[src/rtl/hs_arb_pkg.sv]
// Shared types and helpers for the clocked four-phase arbitrated call element.
package hs_arb_pkg;

    typedef enum logic [1:0] {
        IDLE = 2'd0,
        CALL = 2'd1,
        HOLD = 2'd2,
        RTZ  = 2'd3
    } arb_state_e;

    localparam int SYNC_DEPTH = 2;

    function automatic int ptr_w(input int n);
        return (n > 1) ? $clog2(n) : 1;
    endfunction

endpackage

[src/rtl/hs_arbiter_call_if.sv]
// Requester/resource handshake bundle; slave is the arbiter side.
interface hs_arbiter_call_if #(
    parameter int N_REQ = 4
);
    logic [N_REQ-1:0] req_i;
    logic [N_REQ-1:0] ack_o;
    logic [N_REQ-1:0] grant_o;
    logic             res_req_o;
    logic             res_ack_i;

    modport master (
        output req_i, res_ack_i,
        input  ack_o, grant_o, res_req_o
    );

    modport slave (
        input  req_i, res_ack_i,
        output ack_o, grant_o, res_req_o
    );
endinterface

[src/rtl/hs_rr_pick.sv]
// Combinational picker: first set request at or after ptr (rotating) or lowest index (fixed).
module hs_rr_pick
    import hs_arb_pkg::*;
#(
    parameter int N_REQ       = 4,
    parameter bit ROUND_ROBIN = 1'b1,
    parameter int PW          = ptr_w(N_REQ)
) (
    input  logic [N_REQ-1:0] req,
    input  logic [PW-1:0]    ptr,
    output logic [N_REQ-1:0] win_oh,
    output logic [PW-1:0]    win_idx,
    output logic             win_vld
);

    always_comb begin : pick
        int          idx;
        logic [PW-1:0] idx_p;
        idx     = 0;
        idx_p   = '0;
        win_oh  = '0;
        win_idx = '0;
        win_vld = 1'b0;
        for (int i = 0; i < N_REQ; i++) begin
            idx = (ROUND_ROBIN ? int'(ptr) : 0) + i;
            if (idx >= N_REQ) idx = idx - N_REQ;
            idx_p = PW'(idx);
            if (!win_vld && req[idx_p]) begin
                win_vld        = 1'b1;
                win_oh[idx_p]  = 1'b1;
                win_idx        = idx_p;
            end
        end
    end

endmodule

[src/rtl/hs_arbiter_call.sv]
// N-way clocked arbitrated call for four-phase req/ack channels.
// Define HS_ARB_SYNC_EN to put 2-flop synchronizers on req_i and res_ack_i.
module hs_arbiter_call
    import hs_arb_pkg::*;
#(
    parameter int N_REQ       = 4,
    parameter bit ROUND_ROBIN = 1'b1
) (
    input  logic               clk,
    input  logic               reset,
    hs_arbiter_call_if.slave   bus
);

    localparam int PW = ptr_w(N_REQ);

    logic [N_REQ-1:0] req_s;
    logic             res_ack_s;

`ifdef HS_ARB_SYNC_EN
    logic [SYNC_DEPTH-1:0][N_REQ-1:0] req_pipe;
    logic [SYNC_DEPTH-1:0]            ack_pipe;

    always_ff @(posedge clk or posedge reset) begin
        if (reset) begin
            req_pipe <= '0;
            ack_pipe <= '0;
        end else begin
            req_pipe <= {req_pipe[SYNC_DEPTH-2:0], bus.req_i};
            ack_pipe <= {ack_pipe[SYNC_DEPTH-2:0], bus.res_ack_i};
        end
    end

    assign req_s     = req_pipe[SYNC_DEPTH-1];
    assign res_ack_s = ack_pipe[SYNC_DEPTH-1];
`else
    assign req_s     = bus.req_i;
    assign res_ack_s = bus.res_ack_i;
`endif

    arb_state_e       state;
    logic [PW-1:0]    ptr;
    logic [PW-1:0]    win;
    logic [N_REQ-1:0] grant;
    logic [N_REQ-1:0] ack;
    logic             res_req;

    logic [N_REQ-1:0] pick_oh;
    logic [PW-1:0]    pick_idx;
    logic             pick_vld;

    hs_rr_pick #(
        .N_REQ       (N_REQ),
        .ROUND_ROBIN (ROUND_ROBIN),
        .PW          (PW)
    ) u_pick (
        .req     (req_s),
        .ptr     (ptr),
        .win_oh  (pick_oh),
        .win_idx (pick_idx),
        .win_vld (pick_vld)
    );

    // Only the winner's req is looked at once busy; other requesters wait for IDLE.
    always_ff @(posedge clk or posedge reset) begin
        if (reset) begin
            state   <= IDLE;
            ptr     <= '0;
            win     <= '0;
            grant   <= '0;
            ack     <= '0;
            res_req <= 1'b0;
        end else begin
            case (state)
                IDLE: if (pick_vld) begin
                    grant   <= pick_oh;
                    win     <= pick_idx;
                    res_req <= 1'b1;
                    state   <= CALL;
                end
                CALL: if (res_ack_s) begin
                    ack   <= grant;
                    state <= HOLD;
                end
                HOLD: if (!req_s[win]) begin
                    res_req <= 1'b0;
                    state   <= RTZ;
                end
                RTZ: if (!res_ack_s) begin
                    ack   <= '0;
                    grant <= '0;
                    state <= IDLE;
                    if (ROUND_ROBIN)
                        ptr <= (win == PW'(N_REQ - 1)) ? '0 : win + 1'b1;
                end
                default: state <= IDLE;
            endcase
        end
    end

    assign bus.ack_o     = ack;
    assign bus.grant_o   = grant;
    assign bus.res_req_o = res_req;

endmodule

[src/flat_wrapper.sv]
// flat-port wrapper written by rule: the top's interface ports become plain ports
module hs_arbiter_call_flat import hs_arb_pkg::*;
#(
    parameter int N_REQ       = 4,
    parameter bit ROUND_ROBIN = 1'b1
)
  (clk, reset, bus_req_i, bus_res_ack_i, bus_ack_o, bus_grant_o, bus_res_req_o);
  hs_arbiter_call_if #(.N_REQ(N_REQ)) bus_i ();
  input  logic clk;
  input  logic reset;
  input wire logic [$bits(bus_i.req_i)-1:0] bus_req_i;
  input wire logic [$bits(bus_i.res_ack_i)-1:0] bus_res_ack_i;
  output wire logic [$bits(bus_i.ack_o)-1:0] bus_ack_o;
  output wire logic [$bits(bus_i.grant_o)-1:0] bus_grant_o;
  output wire logic [$bits(bus_i.res_req_o)-1:0] bus_res_req_o;
  assign bus_i.req_i = bus_req_i;
  assign bus_i.res_ack_i = bus_res_ack_i;
  assign bus_ack_o = bus_i.ack_o;
  assign bus_grant_o = bus_i.grant_o;
  assign bus_res_req_o = bus_i.res_req_o;
  hs_arbiter_call #(.N_REQ(N_REQ), .ROUND_ROBIN(ROUND_ROBIN)) u_core (.clk(clk), .reset(reset), .bus(bus_i));
endmodule
[config.mk]
export PLATFORM = sky130hd
export DESIGN_NAME = hs_arbiter_call_flat
export DESIGN_NICKNAME = d
export VERILOG_FILES = /design/src/rtl/hs_arb_pkg.sv /design/src/rtl/hs_arbiter_call_if.sv /design/src/rtl/hs_rr_pick.sv /design/src/rtl/hs_arbiter_call.sv /design/src/flat_wrapper.sv
export SDC_FILE = /design/constraint.sdc
export NUM_CORES = 1
export LEC_CHECK = 0
export BUFFER_PORTS_ARGS = -buffer_cell sky130_fd_sc_hd__buf_2
export CAP_MARGIN = 20
export CORE_UTILIZATION = 30
export CTS_BUF_LIST = sky130_fd_sc_hd__clkbuf_8
export DETAILED_ROUTE_END_ITERATION = 10
export PLACE_DENSITY = 0.56
export SLEW_MARGIN = 20
export SYNTH_ARGS = -nofsm -noshare
export SYNTH_HDL_FRONTEND = slang
export SYNTH_SLANG_ARGS = --single-unit
export TNS_END_PERCENT = 1
[constraint.sdc]
create_clock -name clk -period 2.75 [get_ports clk]
set_input_delay 0.275 -clock clk [delete_from_list [all_inputs] [get_ports clk]]
set_output_delay 0.275 -clock clk [all_outputs]
set_load 0.005 [all_outputs]
## Word-level counts from Yosys, hierarchy flattened

Cells that the tools add are included.

| storage, ports and cells | value |
|---|---|
| flip-flop bits (word level) | 15 |
| logic and storage cells | 107 |

| cells by class | value |
|---|---|
| equal/unequal tests | 8 |
| reduce and logical (&&, ||, !) cells | 20 |
| bitwise operators | 4 |
| order comparisons | 13 |
| add/subtract/negate cells | 8 |
| multiplexer cells | 48 |

Operators with widths:

| kind | number |
|---|---|
| 2-to-1 mux 4 bit | 7 |
| 2-to-1 mux 2 bit | 13 |
| case mux 4 bit (2 select lines) | 2 |
| less-than comparator 2 x 3 -> 1 bit, second input constant | 5 |
| 2-to-1 mux 1 bit | 15 |
| bitwise OR 4 bit | 3 |
| binary-select mux 1 bit (select 2 bit) | 5 |
| >= comparator 3 bit, second input constant | 3 |
| AND reduction 3 bit | 3 |
| demux 1 bit (select 2 bit) | 4 |
| >= comparator 2 x 1 -> 1 bit, second input constant | 4 |
| case mux 2 bit (4 select lines) | 1 |
| subtractor 2 x 1 -> 2 bit, second input constant | 4 |
| logical AND 1 bit | 7 |
| adder 2 x 2 -> 3 bit, second input constant | 2 |
| equality test 2 bit, second input constant | 3 |
| inequality test 2 bit, second input constant | 3 |
| nonzero test 2 bit | 3 |
| AND reduction 2 bit | 2 |
| AND reduction 4 bit | 1 |
| adder 2 x 1 -> 3 bit, second input constant | 1 |
| >= comparator 2 x 3 -> 1 bit, second input constant | 1 |
| zero test 1 bit | 3 |
| adder 2 x 1 -> 2 bit, second input constant | 1 |
| 5 further kinds | 5 |

## Logic depth before layout (Yosys ltp)

| logic depth | value |
|---|---|
| depth after elaboration | 16 |
| depth in mapped cells | 10 |
| depth with buffers taken out | 7 |

## Modules after synthesis

Synthesis repeated with hierarchy kept, for this count alone.

| second synthesis, totals | value |
|---|---|
| cell total of the unflattened synthesis | 127 |
| area, all modules | 1,241.2 um^2 |

By module, submodules not included:

| module | times used | cells each | sequential area each (um^2) | area an instance (um^2) |
|---|---|---|---|---|
| hs_arbiter_call | 1 | 82 | 375.4 | 819.5 |
| hs_rr_pick | 1 | 45 | 0.0 | 421.7 |

## Least setup slack after synthesis

No wires, ideal clock.

| timing | value |
|---|---|
| path kind | reg-to-reg |
| start | register u_core.ptr[0] |
| end | register u_core.state[1] |
| data required time | 2.625 ns |
| clock period less this slack | 2.885 ns |
| setup slack | -0.135 ns |
| arrival time | 2.760 ns |
| stages on the path, launching flop included | 11 |
| cells stage by stage | dfrtp_1 -> buf_6 -> clkbuf_1 -> inv_1 -> ha_1 -> buf_2 -> mux4_2 -> nor4_4 -> nand2_1 -> and3_4 -> mux2_4 |

| between the ends | value |
|---|---|
| longest elaborated chain between the ends | 16 |
| elaborated cells between the ends (all ways) | 35 |
| classes of those cells | add/sub: 7; order compare: 4; eq/ne: 1; mux: 16; reduce/logical: 7 |

Ends and longest elaborated chain:

| what | line | text |
|---|---|---|
| start, declared | hs_arbiter_call.sv:41 | `logic [PW-1:0] ptr;` |
| start signal, assigned | hs_arbiter_call.sv:93 | `ptr <= (win == PW'(N_REQ - 1)) ? '0 : win + 1'b1;` |
| parallel branches: the longest is 13 deep, another holds adder 2 x 1 -> 3 bit | n/a |  |
| 2-to-1 mux 1 bit * | hs_rr_pick.sv:28 | `if (!win_vld && req[idx_p]) begin` |
| inequality test 2 x 1 -> 1 bit (no line) * | n/a |  |
| AND reduction 4 bit (no line) * | n/a |  |
| end signal, assigned | hs_arbiter_call.sv:66 | `state <= IDLE;` |
| end signal, assigned | hs_arbiter_call.sv:78 | `state <= CALL;` |
| end signal, assigned | hs_arbiter_call.sv:82 | `state <= HOLD;` |
| end, declared | hs_arbiter_call.sv:40 | `arb_state_e state;` |

Every way passes the cells marked *. The select of a mux whose other input is x is not followed.
A chain may end at the register's enable or synchronous reset.

## Final worst setup path

| timing | value |
|---|---|
| start | register u_core.ptr[1] |
| end | register u_core.state[1] |

The elaborated chain is that of the path after synthesis.

==> results.json <==
{
  "syn_inst": 154,
  "ir_worst_vdd_mv": 0.441,
  "grt_max_degree": 26,
  "slowest_delay_ns": 0.38,
  "htree_num_levels": 1,
  "clkLatencyLatePin_ns": 0.25,
  "fin_ws_ns": 0.341,
  "drc": 2,
  "ios": 16,
  "critPathBufInv": 2,
  "critical_path.top_delay_family": "multiplexers",
  "drive_gt1_frac": 0.230,
  "cp.arrival_ns": 2.55,
  "vias_per_cell": 5.41,
  "path_clk_slew_ns": 0.06,
  "leakage_nw": 0.691,
  "post-place-ws_ns": 0.353,
  "cts_buffers": 3,
  "reg2reg_from": "u_core.ptr[1]",
  "async_reset_ff_frac": 1.00,
  "io_buffers": 15,
  "cts_resized": 0,
  "hold_violations": 0,
  "dieArea_sq_mm": 0.00504,
  "r2r_cells": 8,
  "cpMaxStageDelayCell": "dfrtp_1",
  "relSlewSlack": 0.602,
  "worst_clock_skew_ns": 0.00221,
  "violations": "DRC",
  "yosys-top-cells-area": "dfrtp_1 (26%), ha_1 (11%), mux4_2 (7.9%)",
  "crit_type": "reg2reg",
  "yosys_warnings": 0,
  "grt_pass1_vias": 1144,
  "n_antenna_cell": 0,
  "netlist.area_leader.share": 0.263,
  "fin_crit_sh": 0.876,
  "cts_tree": "built",
  "r2r-end": "u_core.state[1]",
  "overflow": 0,
  "clock-sinks": 15,
  "required_ns": 2.89,
  "ant_nets": 0,
  "wl_per_cell_microns": 14.1,
  "fin_crit_ns": 2.41,
  "vias": 1173,
  "min_path_type": "in2async",
  "gp_congestion": 0.855,
  "hold_buffers": 0,
  "drt_iter0_drc": 29,
  "final-max-slew-violation-count": 0,
  "status": "finished with violations",
  "pwr-share-clk": 0.096,
  "setup_viol": 0,
  "syn-num-nets": 173,
  "maxCapViolCount": 0,
  "synth_seq_cells": 15,
  "endpoint_kind": "register",
  "syn-cell-area_sq_mm": 0.00143,
  "start_util": 0.319,
  "holdWs_ns": 0.0787,
  "routed_wl_mm": 3.07,
  "r2r_setup_slack_ns": 0.34,
  "nets": 185,
  "grt_pass1_wl_mm": 5.19,
  "p_int_mw": 1.04,
  "switchingPower_uw": 877,
  "grt.total_usage": 0.127,
  "synth.avg_cell_area_sq_um": 9.28,
  "clk_path_buf_depth": 2,
  "cts_setup_buffers": 0,
  "rsz0062_at_grt": "false",
  "startpoint_type": "register",
  "cp.depth": 8,
  "rows": 24,
  "tightest_slew_ns": 0.596,
  "core_area_sq_mm": 0.00447,
  "worstPathMaxFanout": 7,
  "die_h_microns": 71.0,
  "share_comb_of_total_power": 0.701,
  "area_growth_pct": 10.9,
  "dr.pass1.iters": 7,
  "p_per_area_mw_per_mm2": 1210,
  "synth_ff_type": "dfrtp_1",
  "ys_types": 33,
  "dp_hpwl_mm": 2.30,
  "cp_cell_sequence": "inv_1 -> ha_1 -> buf_4 -> mux4_2 -> nor4_4 -> nand2_1 -> and3_4 -> mux2_4",
  "yosys-top-cells-count": "dfrtp_1 (15), nand2_1 (15), o21ai_0 (14)",
  "fmax_mhz": 415,
  "finish.utilization": 0.354,
  "netSwitchingFraction": 0.458,
  "seq_power_share": 0.203,
  "yosysSeqAreaShare": 0.263,
  "die_x_microns": 71.0,
  "fin_tns_setup_ns": 0,
  "power.total_mw": 1.92,
  "synth-edff-count": 0,
  "antenna_found_initial": 0,
  "clockRootBuffer": "clkbuf_8",
  "synth_top_area_cell": "dfrtp_1"
}
state kept, by name (all words and copies together) (netlist names):
| name | count |
|---|---|
| u_core.win | 2 |
| u_core.bus.ack_o | 4 |
| u_core.bus.res_req_o | 1 |
| u_core.ptr | 2 |
| u_core.bus.grant_o | 4 |
| u_core.state | 2 |
power by group through the flow:
| stage | sequential, mW | combinational [mW] | clock [mW] |
|---|---|---|---|
| after floorplan | 0.394 | 1.07 | 0 |
| after global placement | 0.389 | 1.32 | 0 |
| after detailed placement | 0.393 | 1.34 | 0 |
| after CTS | 0.390 | 1.34 | 0.188 |
| after global routing | 0.404 | 1.47 | 0.198 |
| final | 0.390 | 1.34 | 0.184 |
worst max-delay path by stage:
stage / startpoint / end
2_1_floorplan: u_core.ptr[0] / u_core.state[1]
3_3_place_gp: u_core.ptr[0] / u_core.state[1]
3_5_place_dp: u_core.ptr[1] / u_core.state[1]
4_1_cts: u_core.ptr[1] / u_core.state[1]
5_1_grt: u_core.ptr[1] / u_core.bus.grant_o[3]
6_report: u_core.ptr[1] / u_core.state[1]
per-stage QoR:
stage / area (sq um) / cells
6_report: 1590 / 217
5_1_grt: 1590 / 217
4_1_cts: 1590 / 217
3_5_place_dp: 1540 / 213
3_3_place_gp: 1540 / 213
2_1_floorplan: 1430 / 154
cells in the final DEF, fill, tap and decap left out, types with 6 or more instances in the layout:
master,synthesis,routed
inv_1,7,7
dfrtp_1,15,15
ha_1,12,12
mux2i_1,9,9
o21ai_0,14,14
nor2_1,7,7
buf_2,6,15
nand2b_1,7,7
nand2_1,15,15
a21oi_1,6,6
cell families after synthesis:
logic type / synth area share
buffers and inverters: 0.0604
DFF: 0.263
AOI/OAI and AO/OA: 0.232
and+or+nand+nor: 0.164
adders and majority gates: 0.105
muxes: 0.176
final cells by class:
cell class              instances  area [sq um]
well taps                      52          65.1
fillers                       449          2890
inverters                       7          26.3
clock inverters                 1          5.00
multi-input cells             120           967
clock buffers                   3          41.3
flip-flops and latches         15           375
repair buffers                 19           105
per-layer routing:
layer | part of all wire | vias up | track usage
met4 | 0.013 | 0 | 0.0400
met3 | 0.040 | 6 | 0.0313
met5 | 0 | - | 0
li1 | - | 591 | -
met1 | 0.49 | 543 | 0.163
met2 | 0.45 | 33 | 0.210
(Power assumes the default switching activity.)
